### config.mk
export PLATFORM = sky130hd
export DESIGN_NAME = cl2_csr_access_ctrl_flat
export DESIGN_NICKNAME = d
export VERILOG_FILES = /design/src/rtl/cl2_csr_pkg.sv /design/src/rtl/cl2_csr_access_ctrl_if.sv /design/src/rtl/cl2_csr_rr_arb.sv /design/src/rtl/cl2_csr_access_ctrl.sv /design/src/flat_wrapper.sv
export SDC_FILE = /design/constraint.sdc
export NUM_CORES = 1
export LEC_CHECK = 0
export ABC_AREA = 0
export CORE_MARGIN = 2
export CORE_UTILIZATION = 48
export DETAILED_ROUTE_END_ITERATION = 6
export PLACE_DENSITY = 0.81
export SYNTH_ARGS = -nofsm -noshare
export SYNTH_HDL_FRONTEND = slang
export SYNTH_HIERARCHICAL = 1
export SYNTH_SLANG_ARGS = --single-unit
### constraint.sdc
create_clock -name clk_i -period 1.7 [get_ports clk_i]
set_input_delay 0.255 -clock clk_i [delete_from_list [all_inputs] [get_ports clk_i]]
set_output_delay 0.255 -clock clk_i [all_outputs]
set_load 0.01 [all_outputs]
### src/rtl/cl2_csr_pkg.sv
// Shared types and helpers for the CSR access sequencer: op/state encodings,
// privilege levels and CSR address-field decode.
package cl2_csr_pkg;
  localparam int XLEN      = 32;
  localparam int ADDR_W    = 12;
  localparam int NUM_PORTS = 2;

  typedef enum logic [1:0] {
    CSR_READ = 2'd0,
    CSR_RW   = 2'd1,
    CSR_RS   = 2'd2,
    CSR_RC   = 2'd3
  } csr_op_e;

  typedef enum logic [1:0] {
    ST_IDLE,
    ST_READ,
    ST_WRITE,
    ST_RESP
  } csr_state_e;

  localparam logic [1:0] PRIV_U = 2'd0;
  localparam logic [1:0] PRIV_S = 2'd1;
  localparam logic [1:0] PRIV_M = 2'd3;

  typedef struct packed {
    logic              id;
    logic [ADDR_W-1:0] addr;
    csr_op_e           op;
    logic [XLEN-1:0]   wdata;
    logic [1:0]        priv;
  } csr_req_t;

  function automatic logic [1:0] csr_ro_bits(input logic [ADDR_W-1:0] addr);
    return addr[11:10];
  endfunction

  function automatic logic [1:0] csr_priv_bits(input logic [ADDR_W-1:0] addr);
    return addr[9:8];
  endfunction

  // RS/RC with a zero mask are pure reads and must not trip read-only faults.
  function automatic logic csr_op_writes(input csr_op_e op, input logic [XLEN-1:0] wdata);
    return (op == CSR_RW) || (((op == CSR_RS) || (op == CSR_RC)) && (wdata != '0));
  endfunction

  function automatic logic csr_illegal(input logic [ADDR_W-1:0] addr, input csr_op_e op,
                                       input logic [XLEN-1:0] wdata, input logic [1:0] priv);
    return (csr_priv_bits(addr) > priv) ||
           ((csr_ro_bits(addr) == 2'b11) && csr_op_writes(op, wdata));
  endfunction
endpackage

### src/rtl/cl2_csr_access_ctrl_if.sv
// Request, field-array and response channels of the CSR access sequencer.
interface cl2_csr_access_ctrl_if;
  import cl2_csr_pkg::*;

  logic [NUM_PORTS-1:0]             req_valid_i;
  logic [NUM_PORTS-1:0]             req_ready_o;
  logic [NUM_PORTS-1:0][ADDR_W-1:0] req_addr_i;
  logic [NUM_PORTS-1:0][1:0]        req_op_i;
  logic [NUM_PORTS-1:0][XLEN-1:0]   req_wdata_i;
  logic [1:0]                       priv_i;

  logic [ADDR_W-1:0] csr_addr_o;
  logic [XLEN-1:0]   csr_rdata_i;
  logic              csr_we_o;
  logic [XLEN-1:0]   csr_wdata_o;

  logic              resp_valid_o;
  logic              resp_ready_i;
  logic              resp_id_o;
  logic [XLEN-1:0]   resp_rdata_o;
  logic              resp_err_o;

  modport slave (
    input  req_valid_i, req_addr_i, req_op_i, req_wdata_i, priv_i, csr_rdata_i, resp_ready_i,
    output req_ready_o, csr_addr_o, csr_we_o, csr_wdata_o,
           resp_valid_o, resp_id_o, resp_rdata_o, resp_err_o
  );

  modport master (
    output req_valid_i, req_addr_i, req_op_i, req_wdata_i, priv_i, csr_rdata_i, resp_ready_i,
    input  req_ready_o, csr_addr_o, csr_we_o, csr_wdata_o,
           resp_valid_o, resp_id_o, resp_rdata_o, resp_err_o
  );
endinterface

### src/rtl/cl2_csr_rr_arb.sv
// Two-requester round-robin arbiter; pointer moves past the served port on adv.
module cl2_csr_rr_arb
  import cl2_csr_pkg::*;
(
  input  logic                 clk_i,
  input  logic                 rst_n_i,
  input  logic [NUM_PORTS-1:0] req,
  output logic [NUM_PORTS-1:0] gnt,
  input  logic                 adv,
  input  logic                 adv_id
);
  logic ptr;

  always_ff @(posedge clk_i) begin
    if (!rst_n_i)  ptr <= 1'b0;
    else if (adv)  ptr <= ~adv_id;
  end

  // Pointer only matters under contention; a lone requester always wins.
  always_comb begin
    gnt = req;
    if (&req) begin
      gnt      = '0;
      gnt[ptr] = 1'b1;
    end
  end
endmodule

### src/rtl/cl2_csr_access_ctrl.sv
// Fixed-latency CSR read-modify-write sequencer: accept, READ, WRITE, RESP,
// with round-robin arbitration between core (port 0) and debug (port 1).
module cl2_csr_access_ctrl
  import cl2_csr_pkg::*;
(
  input  logic                  clk_i,
  input  logic                  rst_n_i,
  cl2_csr_access_ctrl_if.slave  bus
);
  csr_state_e           state;
  csr_req_t             req_q;
  logic [XLEN-1:0]      old_q;
  logic                 ill_q;
  logic                 we_q;
  logic [NUM_PORTS-1:0] gnt;
  logic                 gnt_id;
  logic                 acc;
  logic                 resp_hs;
  logic                 ill;
  logic [XLEN-1:0]      rmw_data;

  cl2_csr_rr_arb u_arb (
    .clk_i   (clk_i),
    .rst_n_i (rst_n_i),
    .req     (bus.req_valid_i),
    .gnt     (gnt),
    .adv     (resp_hs),
    .adv_id  (req_q.id)
  );

  assign bus.req_ready_o = (state == ST_IDLE) ? gnt : '0;
  assign acc             = |(bus.req_valid_i & bus.req_ready_o);
  assign gnt_id          = gnt[1];
  assign resp_hs         = (state == ST_RESP) && bus.resp_ready_i;
  assign ill             = csr_illegal(req_q.addr, req_q.op, req_q.wdata, req_q.priv);

  // Reset must kill an in-flight write in the very cycle it is asserted.
  assign bus.csr_we_o    = we_q & rst_n_i;

  always_comb begin
    case (req_q.op)
      CSR_RW:  rmw_data = req_q.wdata;
      CSR_RS:  rmw_data = bus.csr_rdata_i | req_q.wdata;
      CSR_RC:  rmw_data = bus.csr_rdata_i & ~req_q.wdata;
      default: rmw_data = bus.csr_rdata_i;
    endcase
  end

  always_ff @(posedge clk_i) begin
    if (!rst_n_i) begin
      state            <= ST_IDLE;
      req_q            <= '0;
      old_q            <= '0;
      ill_q            <= 1'b0;
      we_q             <= 1'b0;
      bus.csr_addr_o   <= '0;
      bus.csr_wdata_o  <= '0;
      bus.resp_valid_o <= 1'b0;
      bus.resp_id_o    <= 1'b0;
      bus.resp_rdata_o <= '0;
      bus.resp_err_o   <= 1'b0;
    end else begin
      we_q <= 1'b0;
      case (state)
        ST_IDLE: if (acc) begin
          req_q.id       <= gnt_id;
          req_q.addr     <= bus.req_addr_i[gnt_id];
          req_q.op       <= csr_op_e'(bus.req_op_i[gnt_id]);
          req_q.wdata    <= bus.req_wdata_i[gnt_id];
          req_q.priv     <= bus.priv_i;
          bus.csr_addr_o <= bus.req_addr_i[gnt_id];
          state          <= ST_READ;
        end
        ST_READ: begin
          old_q           <= bus.csr_rdata_i;
          ill_q           <= ill;
          we_q            <= csr_op_writes(req_q.op, req_q.wdata) && !ill;
          bus.csr_wdata_o <= rmw_data;
          state           <= ST_WRITE;
        end
        ST_WRITE: begin
          bus.resp_valid_o <= 1'b1;
          bus.resp_id_o    <= req_q.id;
          bus.resp_rdata_o <= ill_q ? '0 : old_q;
          bus.resp_err_o   <= ill_q;
          state            <= ST_RESP;
        end
        ST_RESP: if (bus.resp_ready_i) begin
          bus.resp_valid_o <= 1'b0;
          state            <= ST_IDLE;
        end
        default: state <= ST_IDLE;
      endcase
    end
  end
endmodule

### src/flat_wrapper.sv
// flat-port wrapper written by rule: the top's interface ports become plain ports
module cl2_csr_access_ctrl_flat import cl2_csr_pkg::*;
  (clk_i, rst_n_i, bus_req_valid_i, bus_req_addr_i, bus_req_op_i, bus_req_wdata_i, bus_priv_i, bus_csr_rdata_i, bus_resp_ready_i, bus_req_ready_o, bus_csr_addr_o, bus_csr_we_o, bus_csr_wdata_o, bus_resp_valid_o, bus_resp_id_o, bus_resp_rdata_o, bus_resp_err_o);
  cl2_csr_access_ctrl_if bus_i ();
  input  logic clk_i;
  input  logic rst_n_i;
  input wire logic [$bits(bus_i.req_valid_i)-1:0] bus_req_valid_i;
  input wire logic [$bits(bus_i.req_addr_i)-1:0] bus_req_addr_i;
  input wire logic [$bits(bus_i.req_op_i)-1:0] bus_req_op_i;
  input wire logic [$bits(bus_i.req_wdata_i)-1:0] bus_req_wdata_i;
  input wire logic [$bits(bus_i.priv_i)-1:0] bus_priv_i;
  input wire logic [$bits(bus_i.csr_rdata_i)-1:0] bus_csr_rdata_i;
  input wire logic [$bits(bus_i.resp_ready_i)-1:0] bus_resp_ready_i;
  output wire logic [$bits(bus_i.req_ready_o)-1:0] bus_req_ready_o;
  output wire logic [$bits(bus_i.csr_addr_o)-1:0] bus_csr_addr_o;
  output wire logic [$bits(bus_i.csr_we_o)-1:0] bus_csr_we_o;
  output wire logic [$bits(bus_i.csr_wdata_o)-1:0] bus_csr_wdata_o;
  output wire logic [$bits(bus_i.resp_valid_o)-1:0] bus_resp_valid_o;
  output wire logic [$bits(bus_i.resp_id_o)-1:0] bus_resp_id_o;
  output wire logic [$bits(bus_i.resp_rdata_o)-1:0] bus_resp_rdata_o;
  output wire logic [$bits(bus_i.resp_err_o)-1:0] bus_resp_err_o;
  assign bus_i.req_valid_i = bus_req_valid_i;
  assign bus_i.req_addr_i = bus_req_addr_i;
  assign bus_i.req_op_i = bus_req_op_i;
  assign bus_i.req_wdata_i = bus_req_wdata_i;
  assign bus_i.priv_i = bus_priv_i;
  assign bus_i.csr_rdata_i = bus_csr_rdata_i;
  assign bus_i.resp_ready_i = bus_resp_ready_i;
  assign bus_req_ready_o = bus_i.req_ready_o;
  assign bus_csr_addr_o = bus_i.csr_addr_o;
  assign bus_csr_we_o = bus_i.csr_we_o;
  assign bus_csr_wdata_o = bus_i.csr_wdata_o;
  assign bus_resp_valid_o = bus_i.resp_valid_o;
  assign bus_resp_id_o = bus_i.resp_id_o;
  assign bus_resp_rdata_o = bus_i.resp_rdata_o;
  assign bus_resp_err_o = bus_i.resp_err_o;
  cl2_csr_access_ctrl u_core (.clk_i(clk_i), .rst_n_i(rst_n_i), .bus(bus_i));
endmodule
==> impl_metrics.json <==
{
  "vdd_drop_max_mv": 0.815,
  "worst_ep_required_time_ns": 1.44,
  "startpoint_type": "flop",
  "dr.pass1.iters": 5,
  "worst_skew_pair.late_latency_ns": 0.41,
  "finalSetupViolCount": 0,
  "hpwl_um": 13000,
  "fin_area_um2": 10100,
  "synthToLayoutAreaGrowth_pct": 41.5,
  "critical_path.top_delay_family": "buffers and inverters",
  "route.vias.total": 6180,
  "syn_area_um2": 7150,
  "synth-seq-area-share": 0.428,
  "powerDensity_nw_per_um2": 1370,
  "ys_async_sr_fraction": 0,
  "clockBufferDepth": 2,
  "cts-root-buf": "clkbuf_16",
  "fmax_mhz": 619,
  "routed_wirelength_um": 19000,
  "syn_area_per_cell_um2": 9.04,
  "num_antenna_cells": 0,
  "status": "complete, no violations",
  "cp_cell_sequence": "clkdlybuf4s50_1",
  "finalClockSkew_ns": 0.00559,
  "clkSinkCount": 153,
  "max_slew_margin": 0.740,
  "period_share": 0.951,
  "grt_util_all_layers": 0.241,
  "grt_max_degree": 82,
  "grt-ovfl-total": 0,
  "antenna_found_initial": 0,
  "total_leakage_power_nw": 3.88,
  "ioPinCount": 213,
  "hold_viol": 0,
  "cp-end-kind": "primary output",
  "die_h_um": 126,
  "initial_core_util": 0.492,
  "placed_cells": 1148,
  "synth_edf_count": 0,
  "final_util": 0.696,
  "synth_cells": 791,
  "syn_nets": 929,
  "numCtsBuffers": 17,
  "die-area_um2": 15900,
  "synth_cell_types": 36,
  "slowest_stage": "clkdlybuf4s50_1",
  "tightest_slew_ns": 0.390,
  "gp_congestion": 0.759,
  "hold_class": "in -> reg",
  "placed_area_um2": 9460,
  "drt-initial-drc-count": 379,
  "core_um2": 14500,
  "total_power_mw": 13.8,
  "drcViolationCount": 0,
  "yosys_register_bits": 153,
  "fin_setup_tns_ns": 0,
  "final-instance-count-excl-fill": 1181,
  "yosysWarnings": 6,
  "slew_violations": 0,
  "die_width_um": 126,
  "ctsHtreeMaxLevel": 4,
  "max_stage_delay_ns": 0.58,
  "viasPerCell": 5.23,
  "grt_pass1_vias": 6077,
  "cp_max_fo": 3,
  "ys.flop_type": "dfxtp_1",
  "period_needed_ns": 1.62,
  "worstPathBufferInverterCount": 1,
  "drive_gt1_frac": 0.104,
  "ant_nets": 0,
  "port_buffers": 212,
  "nFillCells": 1147,
  "critPathArrivalTime_ns": 1.36,
  "rows": 44,
  "grt_pass1_wl_um": 30900,
  "wl_per_cell_um": 16.1,
  "drv_cap": 0,
  "cts_tree": "done",
  "clk_pin_slew_worst_paths_ns": 0.06,
  "layout.nets": 1124,
  "crit_type": "reg -> out"
}
[layout make-up]
cell class | instances | area [µm²] | share of cell area
Clock inverter | 9 | 148 | 0.0146
Sequential cell | 153 | 3070 | 0.303
Timing Repair Buffer | 252 | 2520 | 0.249
Multi-Input combinational cell | 555 | 3660 | 0.362
Tap cell | 184 | 230 | 0.0228
Inverter | 7 | 28.8 | 0.00285
Clock buffer | 21 | 460 | 0.0455
[timing repair]
item                                   CTS  global route
endpoints found under the hold margin    0             0
gates cloned                             0             1
hold buffers                             0             0
pin swaps                                1             0
resized for setup                       11             2
setup endpoints to repair                3             3
buffers inserted                         0             2
[routing by layer]
metal,up-vias,GRT usage,share of wire
li1,3074,-,-
met5,-,0,0
met2,189,0.411,0.49
met4,0,0.0659,0.0095
met3,14,0.0646,0.059
met1,2903,0.300,0.44
[sequential cells by signal, indices dropped and copies added (netlist names), 2 cells and up]
signal and count:
u_core/bus.csr_wdata_o 32, u_core/bus.resp_rdata_o 32, u_core/old_q 32, u_core/req_q 49, u_core/state 2
[metrics by stage]
step / hold slack (ns) / setup WS (ns)
2_1_floorplan: 0.396 / 0.231
3_3_place_gp: 0.454 / -0.267
3_5_place_dp: 0.460 / -0.333
4_1_cts: 0.447 / 0.0115
5_1_grt: 0.464 / -0.00635
6_report: 0.463 / 0.0841
[synth_stat cells, types with 6 or more instances]
cell type  number  area, µm²
nor2_1        120        450
nor2b_1        36        225
nor4_1          7       43.8
a21o_1         32        240
a211oi_1       27        203
a211oi_2       20        250
buf_4          18        135
mux2i_1        83        831
inv_1           6       22.5
buf_6          10        113
nand2b_1       32        200
clkbuf_1       27        101
a21oi_1        67        335
dfxtp_1       153       3060
nand3_1        34        170
xnor2_1        32        280
ha_1            7       87.6
nand2_1        39        146
buf_2          19       95.1
[cell families (layout without fill, tap and decap cells)]
family	Yosys count	in the layout	share of synthesized area
flip-flops	153	153	0.428
multiplexers	83	83	0.116
AO/OA/AOI/OAI	155	155	0.154
buffers and inverters	83	289	0.0674
XOR/XNOR	32	32	0.0392
adder cells (fa/ha/maj)	7	7	0.0122
AND/OR/NAND/NOR	278	278	0.183
[cells in the final DEF, fill, tap and decap left out, drive strengths merged, types with 23 or more instances in the layout]
cell type	count
nor2b	37
nand3	34
xnor2	32
a21oi	67
nand2b	32
buf	39
nor2	120
clkbuf	23
mux2i	83
a21o	32
clkdlybuf4s50	209
dfxtp	153
a211oi	47
nand2	39
[final timing paths]
kind | from | end | slack [ns] | cells after the start
setup / recovery | u_core/req_q[46] | bus_csr_addr_o[10] | 0.08 | 1
hold / removal | bus_priv_i[1] | u_core/req_q[1] | 0.46 | 3
setup reg to reg | u_core/u_arb/ptr | u_core/req_q[45] | 0.09 | 7
hold reg to reg | u_core/bus.csr_wdata_o[0] | u_core/bus.csr_wdata_o[0] | 0.47 | 2
[report_power, final]
group	internal, mW	switching (mW)
combinational	2.54	2.56
sequential	4.29	0.521
clock	2.51	1.40
No activity file was read; power rests on OpenSTA's default activity.
